`config.mk`:
```
export PLATFORM = sky130hd
export DESIGN_NAME = soc_uart
export DESIGN_NICKNAME = d
export VERILOG_FILES = /design/src/rtl/soc_uart.sv
export SDC_FILE = /design/constraint.sdc
export NUM_CORES = 1
export LEC_CHECK = 0
export ABC_CLOCK_PERIOD_IN_PS = 2700
export CORE_ASPECT_RATIO = 1.2
export CORE_UTILIZATION = 50
export CTS_BUF_LIST = sky130_fd_sc_hd__clkbuf_4
export DETAILED_ROUTE_END_ITERATION = 12
export MAX_ROUTING_LAYER = met4
export PLACE_DENSITY = 0.7
export RECOVER_POWER = 50
export SYNTH_ARGS = -nofsm -noshare
export SYNTH_HDL_FRONTEND = slang
export SYNTH_SLANG_ARGS = --single-unit
```
`constraint.sdc`:
```
create_clock -name clock -period 2.7 [get_ports clock]
set_input_delay 0.81 -clock clock [delete_from_list [all_inputs] [get_ports clock]]
set_output_delay 0.81 -clock clock [all_outputs]
set_load 0.01 [all_outputs]
```
`src/rtl/soc_uart.sv`:
```
// soc_uart: parametrised UART with TX/RX FIFOs, a frame serialiser,
// a synchronised mid-bit receiver and sticky framing/parity/overrun flags.
module soc_uart #(
    parameter int CLK_FREQ_HZ = 10000000,
    parameter int BAUD        = 9600,
    parameter int DATA_BITS   = 8,
    parameter int PARITY      = 0,
    parameter int STOP_BITS   = 1,
    parameter int FIFO_DEPTH  = 16
) (
    input  logic                 clock,
    input  logic                 reset,
    input  logic [DATA_BITS-1:0] tx_data,
    input  logic                 tx_valid,
    output logic                 tx_ready,
    output logic                 tx_idle,
    output logic [DATA_BITS-1:0] rx_data,
    output logic                 rx_valid,
    input  logic                 rx_ready,
    output logic                 rx_frame_err,
    output logic                 rx_parity_err,
    output logic                 rx_overrun,
    input  logic                 err_clear,
    output logic                 uart_txd,
    input  logic                 uart_rxd
);
    localparam int DIV  = CLK_FREQ_HZ / BAUD;
    localparam int CW   = $clog2(DIV);
    localparam int AW   = $clog2(FIFO_DEPTH);
    localparam int CNTW = AW + 1;
    localparam logic [CW-1:0]   BIT_LOAD  = CW'(DIV - 1);
    localparam logic [CW-1:0]   HALF_LOAD = CW'(DIV / 2 - 1);
    localparam logic [CNTW-1:0] FULL      = CNTW'(FIFO_DEPTH);
    localparam logic [2:0]      LAST_BIT  = 3'(DATA_BITS - 1);
    localparam logic            PAR_ODD   = (PARITY == 1);
    localparam logic            STOP_LAST = (STOP_BITS == 2);

    typedef enum logic [2:0] {S_IDLE, S_START, S_DATA, S_PARITY, S_STOP} state_t;

    // ---------------- TX FIFO ----------------
    logic [DATA_BITS-1:0] tx_mem [FIFO_DEPTH];
    logic [AW-1:0]        tx_wr_ptr, tx_rd_ptr;
    logic [CNTW-1:0]      tx_count;
    logic                 tx_push, tx_pop;
    logic [DATA_BITS-1:0] tx_head;

    assign tx_ready = (tx_count != FULL);
    assign tx_push  = tx_valid & tx_ready;
    assign tx_head  = tx_mem[tx_rd_ptr];

    // TX FIFO storage; contents need no reset because the count gates every read
    always_ff @(posedge clock) begin
        if (tx_push) tx_mem[tx_wr_ptr] <= tx_data;
    end

    // TX FIFO pointers and occupancy
    always_ff @(posedge clock) begin
        if (reset) begin
            tx_wr_ptr <= '0;
            tx_rd_ptr <= '0;
            tx_count  <= '0;
        end else begin
            if (tx_push) tx_wr_ptr <= tx_wr_ptr + AW'(1);
            if (tx_pop)  tx_rd_ptr <= tx_rd_ptr + AW'(1);
            tx_count <= tx_count + CNTW'(tx_push) - CNTW'(tx_pop);
        end
    end

    // ---------------- TX serialiser ----------------
    state_t               tx_state;
    logic [CW-1:0]        tx_cnt;
    logic [2:0]           tx_bit;
    logic                 tx_stop_idx;
    logic [DATA_BITS-1:0] tx_shift;
    logic                 tx_par;
    logic                 tx_level;

    assign tx_idle = (tx_state == S_IDLE) && (tx_count == '0);

    // Fetch the next byte when idle, or at the end of the last stop bit for back-to-back frames
    always_comb begin
        tx_pop = 1'b0;
        if (tx_count != '0) begin
            if (tx_state == S_IDLE)
                tx_pop = 1'b1;
            else if (tx_state == S_STOP && tx_cnt == '0 && tx_stop_idx == STOP_LAST)
                tx_pop = 1'b1;
        end
    end

    // Line level belonging to the current serialiser state
    always_comb begin
        tx_level = 1'b1;
        case (tx_state)
            S_START:  tx_level = 1'b0;
            S_DATA:   tx_level = tx_shift[0];
            S_PARITY: tx_level = tx_par;
            default:  tx_level = 1'b1;
        endcase
    end

    // TX frame state machine; uart_txd is registered so it trails the state by one cycle
    always_ff @(posedge clock) begin
        if (reset) begin
            tx_state    <= S_IDLE;
            tx_cnt      <= '0;
            tx_bit      <= '0;
            tx_stop_idx <= 1'b0;
            tx_shift    <= '0;
            tx_par      <= 1'b0;
            uart_txd    <= 1'b1;
        end else begin
            uart_txd <= tx_level;
            if (tx_pop) begin
                tx_shift <= tx_head;
                tx_par   <= (^tx_head) ^ PAR_ODD;
            end
            case (tx_state)
                S_IDLE: begin
                    if (tx_pop) begin
                        tx_state <= S_START;
                        tx_cnt   <= BIT_LOAD;
                    end
                end
                S_START: begin
                    if (tx_cnt == '0) begin
                        tx_state <= S_DATA;
                        tx_cnt   <= BIT_LOAD;
                        tx_bit   <= '0;
                    end else tx_cnt <= tx_cnt - CW'(1);
                end
                S_DATA: begin
                    if (tx_cnt == '0) begin
                        tx_cnt   <= BIT_LOAD;
                        tx_shift <= {1'b0, tx_shift[DATA_BITS-1:1]};
                        if (tx_bit == LAST_BIT) begin
                            tx_state    <= (PARITY != 0) ? S_PARITY : S_STOP;
                            tx_stop_idx <= 1'b0;
                        end else tx_bit <= tx_bit + 3'd1;
                    end else tx_cnt <= tx_cnt - CW'(1);
                end
                S_PARITY: begin
                    if (tx_cnt == '0) begin
                        tx_state    <= S_STOP;
                        tx_cnt      <= BIT_LOAD;
                        tx_stop_idx <= 1'b0;
                    end else tx_cnt <= tx_cnt - CW'(1);
                end
                S_STOP: begin
                    if (tx_cnt == '0) begin
                        tx_cnt <= BIT_LOAD;
                        if (tx_stop_idx != STOP_LAST) tx_stop_idx <= 1'b1;
                        else if (tx_pop)              tx_state <= S_START;
                        else                          tx_state <= S_IDLE;
                    end else tx_cnt <= tx_cnt - CW'(1);
                end
                default: tx_state <= S_IDLE;
            endcase
        end
    end

    // ---------------- RX path ----------------
    logic rx_meta, rxs, rxs_prev;

    // Two-flop synchroniser for the asynchronous line plus one delayed copy for edge detection
    always_ff @(posedge clock) begin
        if (reset) begin
            rx_meta  <= 1'b1;
            rxs      <= 1'b1;
            rxs_prev <= 1'b1;
        end else begin
            rx_meta  <= uart_rxd;
            rxs      <= rx_meta;
            rxs_prev <= rxs;
        end
    end

    state_t               rx_state;
    logic [CW-1:0]        rx_cnt;
    logic [2:0]           rx_bit;
    logic [DATA_BITS-1:0] rx_shift;
    logic                 rx_par;
    logic                 rx_break;
    logic                 stop_sample, par_bad, rx_good, rx_push, rx_pop;

    logic [DATA_BITS-1:0] rx_mem [FIFO_DEPTH];
    logic [AW-1:0]        rx_wr_ptr, rx_rd_ptr;
    logic [CNTW-1:0]      rx_count;

    assign rx_valid    = (rx_count != '0);
    assign rx_data     = rx_valid ? rx_mem[rx_rd_ptr] : '0;
    assign rx_pop      = rx_valid & rx_ready;
    assign stop_sample = (rx_state == S_STOP) && !rx_break && (rx_cnt == '0);
    assign par_bad     = (PARITY != 0) && (((^rx_shift) ^ rx_par) != PAR_ODD);
    assign rx_good     = stop_sample && rxs && !par_bad;
    assign rx_push     = rx_good && ((rx_count != FULL) || rx_pop);

    // RX frame state machine with sticky error flags; a new error outranks err_clear
    always_ff @(posedge clock) begin
        if (reset) begin
            rx_state      <= S_IDLE;
            rx_cnt        <= '0;
            rx_bit        <= '0;
            rx_shift      <= '0;
            rx_par        <= 1'b0;
            rx_break      <= 1'b0;
            rx_frame_err  <= 1'b0;
            rx_parity_err <= 1'b0;
            rx_overrun    <= 1'b0;
        end else begin
            if (err_clear) begin
                rx_frame_err  <= 1'b0;
                rx_parity_err <= 1'b0;
                rx_overrun    <= 1'b0;
            end
            case (rx_state)
                S_IDLE: begin
                    if (rxs_prev && !rxs) begin
                        rx_state <= S_START;
                        rx_cnt   <= HALF_LOAD;
                    end
                end
                S_START: begin
                    if (rx_cnt == '0) begin
                        if (!rxs) begin
                            rx_state <= S_DATA;
                            rx_cnt   <= BIT_LOAD;
                            rx_bit   <= '0;
                        end else rx_state <= S_IDLE;
                    end else rx_cnt <= rx_cnt - CW'(1);
                end
                S_DATA: begin
                    if (rx_cnt == '0) begin
                        rx_cnt   <= BIT_LOAD;
                        rx_shift <= {rxs, rx_shift[DATA_BITS-1:1]};
                        if (rx_bit == LAST_BIT) rx_state <= (PARITY != 0) ? S_PARITY : S_STOP;
                        else                    rx_bit <= rx_bit + 3'd1;
                    end else rx_cnt <= rx_cnt - CW'(1);
                end
                S_PARITY: begin
                    if (rx_cnt == '0) begin
                        rx_par   <= rxs;
                        rx_state <= S_STOP;
                        rx_cnt   <= BIT_LOAD;
                    end else rx_cnt <= rx_cnt - CW'(1);
                end
                S_STOP: begin
                    if (rx_break) begin
                        if (rxs) begin
                            rx_break <= 1'b0;
                            rx_state <= S_IDLE;
                        end
                    end else if (rx_cnt == '0) begin
                        if (!rxs) begin
                            rx_frame_err <= 1'b1;
                            rx_break     <= 1'b1;
                        end else begin
                            if (par_bad)       rx_parity_err <= 1'b1;
                            else if (!rx_push) rx_overrun    <= 1'b1;
                            rx_state <= S_IDLE;
                        end
                    end else rx_cnt <= rx_cnt - CW'(1);
                end
                default: rx_state <= S_IDLE;
            endcase
        end
    end

    // RX FIFO storage
    always_ff @(posedge clock) begin
        if (rx_push) rx_mem[rx_wr_ptr] <= rx_shift;
    end

    // RX FIFO pointers and occupancy
    always_ff @(posedge clock) begin
        if (reset) begin
            rx_wr_ptr <= '0;
            rx_rd_ptr <= '0;
            rx_count  <= '0;
        end else begin
            if (rx_push) rx_wr_ptr <= rx_wr_ptr + AW'(1);
            if (rx_pop)  rx_rd_ptr <= rx_rd_ptr + AW'(1);
            rx_count <= rx_count + CNTW'(rx_push) - CNTW'(rx_pop);
        end
    end
endmodule
```
==> results.toml <==
[worst_setup_path]
critPathArrivalTime_ns = 2.62
critPathSlowestCell = "mux4_2"
crit_family = "multiplexers"
cp_num_buf_inv = 4
cp.required_ns = 1.89
rrSetupSlack_ns = -0.03
cpPeakStageDelay_ns = 0.49
worstPathCellList = "buf_12, buf_12, buf_12, mux4_2, mux4_2, nor2b_1, buf_2"
cp-end-kind = "output port"
critPathMostFrequentCell = "buf_12"
cp_max_fo = 6
start_kind = "flop"
r2r-start = "tx_count[2]"
path_class = "reg2out"

[sta]
grt_setup_unrepaired = "true"
worst_pin_slew_ns = 0.837
max_freq_mhz = 291
slew_viol_final = 0
fin_crit_sh_pct = 127
setup_violations = 10
finalHoldViolations = 0
relSlewSlack_pct = 44.2
skew_ns = 0.0337
fin_crit_ns = 3.43
timing.final.ws_setup_ns = -0.731

[synth]
syn_nets = 987
synth-seq-cells = 348
synth-main-ff-cell = "edfxtp_1"
ys.warnings.count = 0
synthDistinctLibCells = 57
synth_cells = 941
synth-seq-area-share_pct = 66.8
syn-cell-area_um2 = 14300
synth_enable_flop_cells = 256
async_flop_share_pct = 0
avgSynthCellArea_um2 = 15.2

[drt]
ant_nets = 0
routedWlPerCell_um = 17.8
vias = 8207
routed.top_layer = "met4"
met2_length_um = 15000
met3_length_um = 1230
viasPerCell = 5.29
met1_length_um = 10800
finalWirelength_um = 27500
first_iter_violations = 401
drc = 0
drt_first_pass_iters = 5

[global_route]
grt_max_degree = 33
grt_overflow_total = 0
grt_pass1_wl_um = 43500
antenna_found_initial = 2
grt_usage_pct = 20.2
grt_pass1_vias = 8416

[cells_and_area]
drive_gt1_share_pct = 30.0
regArea_um2 = 9540
fin_cells = 1550
layout.nets = 1147
multi_input_area_um2 = 4480
fill_cells = 2181
final_area_um2 = 16900
syn_to_final_growth_pct = 18.4

[clock_network]
ctsHoldBuffers = 0
htree_levels = 3
cts-buffers-inserted = 84
cts_root_buffer = "clkbuf_4"
clock_sinks = 348
clk_latency_ns = 0.69
cts_tree = "built"
cts.path.max_buffers = 3
path_clk_slew_ns = 0.06

[floorplanning]
core-area_um2 = 28000
floorplan.initialDensity_pct = 51.0
num_io_pins = 29
row_count = 67
die_area_um2 = 29200
die_y_um = 187
die_w_um = 156

[placed_design]
dpl.hpwl_um = 18000
post_dp_cell_area_um2 = 15600
dpl.cell_count = 1382
routabilityCongestion = 0.792
portBuffers = 27

[power_and_ir_drop]
power_density_nw_per_um2 = 931
p_leak_nw = 5.97
vdd_drop_max_uv = 532

[run_status]
status = "finished with violations"
violations = "setup timing"

[worst_hold_path]
hold_path_class = "reg2reg"
min_from = "rx_meta"

[run]
drv_cap = 0
worst register-to-register path: stages (launching register included):
cell and delay (ns):
dfxtp_2 0.32, inv_2 0.07, ha_4 0.13, or4b_4 0.48
buf_6 0.14, nand2_4 0.06, a21oi_4 0.04, ha_1 0.30
inv_1 0.06, ha_2 0.18, inv_2 0.04, fa_2 0.38
inv_2 0.06, a21oi_2 0.04, nor2_1 0.12, or3_1 0.12
a21oi_1 0.05
stage by stage:
| step | setup slack, ns | power (mW) | TNS [ns] | util, % | hold WS (ns) |
|---|---|---|---|---|---|
| after floorplan | -0.0334 | 9.99 | -0.0334 | - | 0.389 |
| after global placement | -0.327 | 11.2 | -3.06 | 55.7 | 0.397 |
| after detailed placement | -0.359 | 11.3 | -3.30 | 55.7 | 0.393 |
| after CTS | -0.794 | 15.7 | -6.41 | 60.1 | 0.384 |
| after global routing | -0.848 | 16.7 | -7.00 | 60.4 | 0.404 |
| final | -0.731 | 15.7 | -5.75 | 60.4 | 0.392 |
worst paths after layout:
| path | endpoint | depth (start not counted) |
|---|---|---|
| worst max register to register | tx_count[4] | 16 |
| worst min register to register | rxs | 1 |
| worst min-delay path | rxs | 1 |
| worst max-delay path | rx_data[0] | 7 |
cells in the final DEF (no fill, tap or decap), types with 8 or more instances in the layout:
cell type / Yosys / routed
a22oi_1: 20 / 20
inv_1: 33 / 27
o21ai_0: 18 / 17
buf_2: 6 / 9
mux2i_1: 13 / 13
a211oi_1: 9 / 9
nor3_1: 17 / 13
nand3_1: 10 / 10
dfxtp_1: 92 / 87
nor2b_1: 16 / 14
xnor2_1: 25 / 25
buf_12: 0 / 18
nand2b_1: 10 / 10
a21oi_1: 36 / 35
nor2_1: 97 / 96
buf_4: 5 / 70
mux4_2: 72 / 72
dlygate4sd3_1: 0 / 8
clkbuf_4: 0 / 128
nand2_1: 51 / 49
nor4_1: 10 / 9
xor2_1: 14 / 13
ha_1: 30 / 27
clkinv_1: 0 / 17
and2_1: 10 / 9
edfxtp_1: 256 / 256
layout make-up:
| type | instances | share of cell area [%] |
|---|---|---|
| Inverter | 33 | 0.733 |
| Antenna cell | 2 | 0.0296 |
| Multi-Input combinational cell | 512 | 26.5 |
| Clock inverter | 26 | 0.837 |
| Tap cell | 379 | 2.81 |
| Timing Repair Buffer | 122 | 6.97 |
| Sequential cell | 348 | 56.4 |
| Clock buffer | 128 | 5.69 |
kinds of logic (layout without fill, tap and decap cells):
family                     after synthesis  count (layout)  share of synthesized area, %
DFF                                    348             348                          66.8
and+or+nand+nor                        253             253                          8.63
AOI/OAI and AO/OA                      102             102                          4.44
muxes                                   85              85                          12.3
buffers and inverters                   81             309                          2.57
xor gates and xnor gates                39              39                          2.39
adders and majority gates               32              32                          2.91
other                                    1               3                        0.0263
repair_timing:
action / 4_1_cts / 5_1_grt
pin swaps: 2 / 8
gates cloned: 1 / 1
resized for setup: 61 / 18
setup buffers: 7 / 3
endpoints found under the setup margin: 11 / 11
Yosys cell counts, types with 9 or more instances:
cell	count	area share, %
nand3_1	10	0.35
nor2_1	97	2.6
a22oi_1	20	1.1
xor2_1	14	0.86
nor2b_1	16	0.70
mux4_2	72	11
xnor2_1	25	1.5
nor3_1	17	0.60
nand2b_1	10	0.44
ha_1	30	2.6
mux2i_1	13	0.91
nand2_1	51	1.3
a21oi_1	36	1.3
edfxtp_1	256	54
inv_1	33	0.87
o21ai_0	18	0.63
nor4_1	10	0.44
and2_1	10	0.44
a211oi_1	9	0.47
dfxtp_1	92	13
clkbuf_1	23	0.60
power breakdown:
group | switching [mW] | internal, mW
clock network | 2.01 | 2.27
registers | 0.303 | 6.09
logic | 2.42 | 2.64
layer usage:
layer	global-route usage, %	vias up
met5	-	-
met4	7.20	0
met3	4.03	37
met2	35.3	195
met1	22.8	4047
li1	-	3928
sequential cells by signal, summed over array words and instances (netlist names), 3 cells and up, named ones only:
signal     cells
rx_bit         3
rx_cnt        11
rx_count       5
rx_mem       128
rx_rd_ptr      4
rx_shift       8
rx_state       3
rx_wr_ptr      4
tx_bit         3
tx_cnt        11
tx_count       5
tx_mem       128
tx_rd_ptr      4
tx_shift       8
tx_state       3
tx_wr_ptr      4
Power figures use the tool's default switching activity.
